<file path="src/rtl/ram_fifo_ctrl.sv">
// FIFO controller that stores a valid/ready byte stream in a single-port RAM
// and prefetches the oldest byte into a registered output stage.
module ram_fifo_ctrl #(
    parameter int ADDR_W = 6,
    parameter int DATA_W = 8
) (
    input  logic              clk,
    input  logic              rst,
    input  logic              in_valid,
    input  logic [DATA_W-1:0] in_data,
    output logic              in_ready,
    output logic              out_valid,
    output logic [DATA_W-1:0] out_data,
    input  logic              out_ready,
    output logic [ADDR_W:0]   level,
    output logic              ram_we,
    output logic [ADDR_W-1:0] ram_addr,
    output logic [DATA_W-1:0] ram_wdata,
    input  logic [DATA_W-1:0] ram_rdata
);

    localparam logic [ADDR_W:0]   FULL    = {1'b1, {ADDR_W{1'b0}}};
    localparam logic [ADDR_W:0]   CNT_ONE = (ADDR_W + 1)'(1);
    localparam logic [ADDR_W-1:0] PTR_ONE = ADDR_W'(1);

    logic [ADDR_W-1:0] wr_ptr;
    logic [ADDR_W-1:0] rd_ptr;
    logic [ADDR_W:0]   ram_cnt;
    logic              rd_pending;
    logic              rd_issue;
    logic              wr_fire;
    logic              out_fire;

    // A read may only be issued when the output stage will be free on landing.
    always_comb begin
        rd_issue  = (ram_cnt != '0) && !rd_pending && (!out_valid || out_ready);
        in_ready  = !rst && (ram_cnt != FULL) && !rd_issue;
        wr_fire   = in_valid && in_ready;
        out_fire  = out_valid && out_ready;
        ram_we    = wr_fire;
        ram_addr  = wr_fire ? wr_ptr : rd_ptr;
        ram_wdata = in_data;
    end

    always_ff @(posedge clk or posedge rst) begin
        if (rst) begin
            wr_ptr     <= '0;
            rd_ptr     <= '0;
            ram_cnt    <= '0;
            rd_pending <= 1'b0;
            out_valid  <= 1'b0;
            out_data   <= '0;
            level      <= '0;
        end else begin
            if (wr_fire) begin
                wr_ptr  <= wr_ptr + PTR_ONE;
                ram_cnt <= ram_cnt + CNT_ONE;
            end else if (rd_issue) begin
                rd_ptr  <= rd_ptr + PTR_ONE;
                ram_cnt <= ram_cnt - CNT_ONE;
            end
            rd_pending <= rd_issue;

            if (rd_pending) begin
                out_data  <= ram_rdata;
                out_valid <= 1'b1;
            end else if (out_fire) begin
                out_valid <= 1'b0;
            end

            if (wr_fire && !out_fire) begin
                level <= level + CNT_ONE;
            end else if (!wr_fire && out_fire) begin
                level <= level - CNT_ONE;
            end
        end
    end

endmodule

</file>
<file path="config.mk">
export PLATFORM = sky130hd
export DESIGN_NAME = ram_fifo_ctrl
export DESIGN_NICKNAME = d
export VERILOG_FILES = /design/src/rtl/ram_fifo_ctrl.sv
export SDC_FILE = /design/constraint.sdc
export NUM_CORES = 1
export LEC_CHECK = 0
export CAP_MARGIN = 20
export CORE_MARGIN = 3
export CORE_UTILIZATION = 30
export CTS_BUF_LIST = sky130_fd_sc_hd__clkbuf_2 sky130_fd_sc_hd__clkbuf_4 sky130_fd_sc_hd__clkbuf_8
export DETAILED_ROUTE_END_ITERATION = 7
export PLACE_DENSITY = 0.64
export SYNTH_ARGS = -nofsm -noshare
export SYNTH_HDL_FRONTEND = slang
export SYNTH_SLANG_ARGS = --single-unit
</file>
<file path="constraint.sdc">
create_clock -name clk -period 5.9 [get_ports clk]
set_input_delay 0.59 -clock clk [delete_from_list [all_inputs] [get_ports clk]]
set_output_delay 0.59 -clock clk [all_outputs]
set_load 0.05 [all_outputs]
</file>
==> results by group <==
Global routing
  – GRT Residual Overflow: 0
  – First-pass GRT wire length: 6850 microns
  – Initial antenna violation count: 0
  – Total Routing Usage GR: 11.0%
  – Pin count of the biggest net entering global routing: 32
  – Vias in the first global route: 1500

Drt
  – DRT Wirelength: 3850 microns
  – Via Count: 1398
  – Avg WL per Cell: 13.2 microns
  – DRT iter0 DRCs: 63
  – ANT nets after route: 0
  – DRC: 0
  – Vias per cell: 4.79
  – Drt pass-1 iters: 4

Worst setup path
  – Flop2flop setup slack: 2500 ps
  – Worst EP required: 5310 ps
  – Crit path DAT: 3090 ps
  – Kind of critical path: in2out
  – Critical Path Fanout Max: 16
  – Kind of end point of the critical path: primary output
  – Startpoint Class: input pin

Floorplanning
  – Initial core utilization: about a third
  – Die H: 89.1 microns
  – Die width: 89.1 microns
  – Die ar.: between 7000 and 8000 sq um
  – I/O pin total: 52
  – Floorplan core area: 6530 sq um
  – Placement Rows: 29

Flow run
  – Max-cap violations: 0

Timing
  – Fmax: 272 MHz
  – Final Skew: between 4 and 5 ps
  – Final setup viols: 0
  – TNS Setup: 0 ps
  – Final number of max-transition violations: 0
  – Min cycle time layout: roughly 3700 ps
  – RSZ-0062 raised after global routing: false
  – Relative slew margins: 62.5%
  – Slew @ Worst Pin: 551 ps
  – Final Hold Viols: 0
  – Final period util: 62.4%

Placement
  – Placed cell area: 2450 sq um
  – Post-DP HPWL: 2870 microns
  – # placed instances: 284
  – IO Port Bufs: 35
  – Global placer's final weighted congestion: 0.764

Clock network
  – Worst-path clk slew: 70 ps
  – H-tree depth: 2
  – Worst-Skew Late Latency: 280 ps
  – Total CTS buffers: 5
  – Sink Count: 36
  – Hold_buf cts: 0
  – Resized cells post-CTS: 0
  – Root buffer cell: clkbuf_8
  – CTS tree: yes
  – Setup bufs post-CTS: 0
  – Clk buf depth: 2

Layout
  – Diode count: 0
  – Final net count: 250
  – Area Growth Syn to Fin: 22.8%
  – End-of-flow core utilization: 39.0%
  – Layout cells sized above 1: 14.4%
  – Final Cell Area: 2550 sq um
  – Post-route insts no fill: 292

Synthesis
  – Synth cell types: 40
  – Mean area per synthesized cell: 11.4 sq um
  – Yosys reg bits: 36
  – Register area share after synthesis: a little over two fifths
  – Netlist Area Pre-Place: 2070 sq um
  – Mapped Cells: 182
  – Post-synth EDFFs: 0
  – Yosys warnings: 0
  – Share of synthesized registers carrying an async set or reset: between 90% and 100%
  – Commonest register cell after synthesis: dfrtp_1
  – Syn nets: approximately 220

Min path
  – Hold Crit Class: reg2reg

Status
  – Status: complete, no violations
==> routing by layer <==
metal / vias to the layer above / GRT usage, % / share of wire, % / wire [microns]
met4: 0 / 4.19 / 0.86 / 33
met5: - / 0 / 0 / 0
met1: 679 / 13.7 / 46 / 1780
met2: 11 / 18.7 / 50 / 1940
met3: 4 / 2.49 / 2.8 / 107
li1: 704 / - / - / -
==> cells by family after synthesis <==
logic type                 after synthesis  share of synthesized area (%)
buffers and inverters                   18                           5.07
DFF                                     36                           43.5
muxes                                   20                           11.3
xor gates and xnor gates                20                           8.45
and+or+nand+nor                         42                           11.2
adders and majority gates               16                           10.4
AOI/OAI and AO/OA                       30                           10.1
==> cell type report <==
type,instances,area [sq um]
fill,621,3990
multi-input combinational,128,1070
sequential,36,901
timing repair buffer,36,358
clock buffer,8,97.6
tap,77,96.3
inverter,7,26.3
==> worst max-delay path, stage by stage <==
cell and delay (ps):
clkdlybuf4s50_1 440, nor2b_1 330, o21ai_1 150, mux2i_4 470, mux2_2 400, clkdlybuf4s50_1 700
==> layout by cell type, fill, tap and decap left out, types with 2 or more instances in the layout <==
cell	n
a211oi_1	3
a21o_1	3
a21oi_1	6
clkbuf_4	2
clkbuf_8	6
clkdlybuf4s50_1	35
dfrtp_1	36
fa_1	2
ha_1	14
inv_1	7
mux2_1	2
mux2_2	16
nand2_1	16
nand3_1	3
nand4_1	4
nor2_1	5
nor2b_1	4
o211ai_1	2
o21ai_0	9
xnor2_1	13
xor2_1	7
==> stage by stage <==
| step | hold slack (ps) | setup WS [ps] |
|---|---|---|
| finish | 466 | 2220 |
| global route | 490 | 2050 |
| CTS | 475 | 2210 |
| detailed placement | 460 | 1990 |
| global placement | 457 | 2100 |
| floorplan | 440 | 2610 |
==> state kept, by name (all words and copies together), names as in the netlist <==
| signal | cells |
|---|---|
| level | 7 |
| out_data | 8 |
| out_valid | 1 |
| ram_cnt | 7 |
| rd_pending | 1 |
| rd_ptr | 6 |
| wr_ptr | 6 |
==> path summary, 6_finish.rpt <==
path                       cells after the start        from     endpoint
max                                            6   out_ready  ram_addr[5]
min                                            1   wr_ptr[5]    wr_ptr[5]
max reg2reg                                   11  ram_cnt[2]     level[5]
min reg2reg                                    1   wr_ptr[5]    wr_ptr[5]
max in group asynchronous                      3         rst   ram_cnt[5]
min in group asynchronous                      2         rst    rd_ptr[4]
==> synth_stat cells, types with 5 or more instances <==
master,n,area share [%]
dfrtp_1,36,43
mux2_2,16,8.7
nand2_1,16,2.9
ha_1,14,8.4
xnor2_1,13,5.5
o21ai_0,9,2.2
buf_4,8,2.9
inv_1,7,1.3
xor2_1,7,3.0
a21oi_1,6,1.4
nor2_1,5,0.91
Power is not shown: default switching activity piles up to over one toggle a cycle in this logic, so the estimate is an artifact.
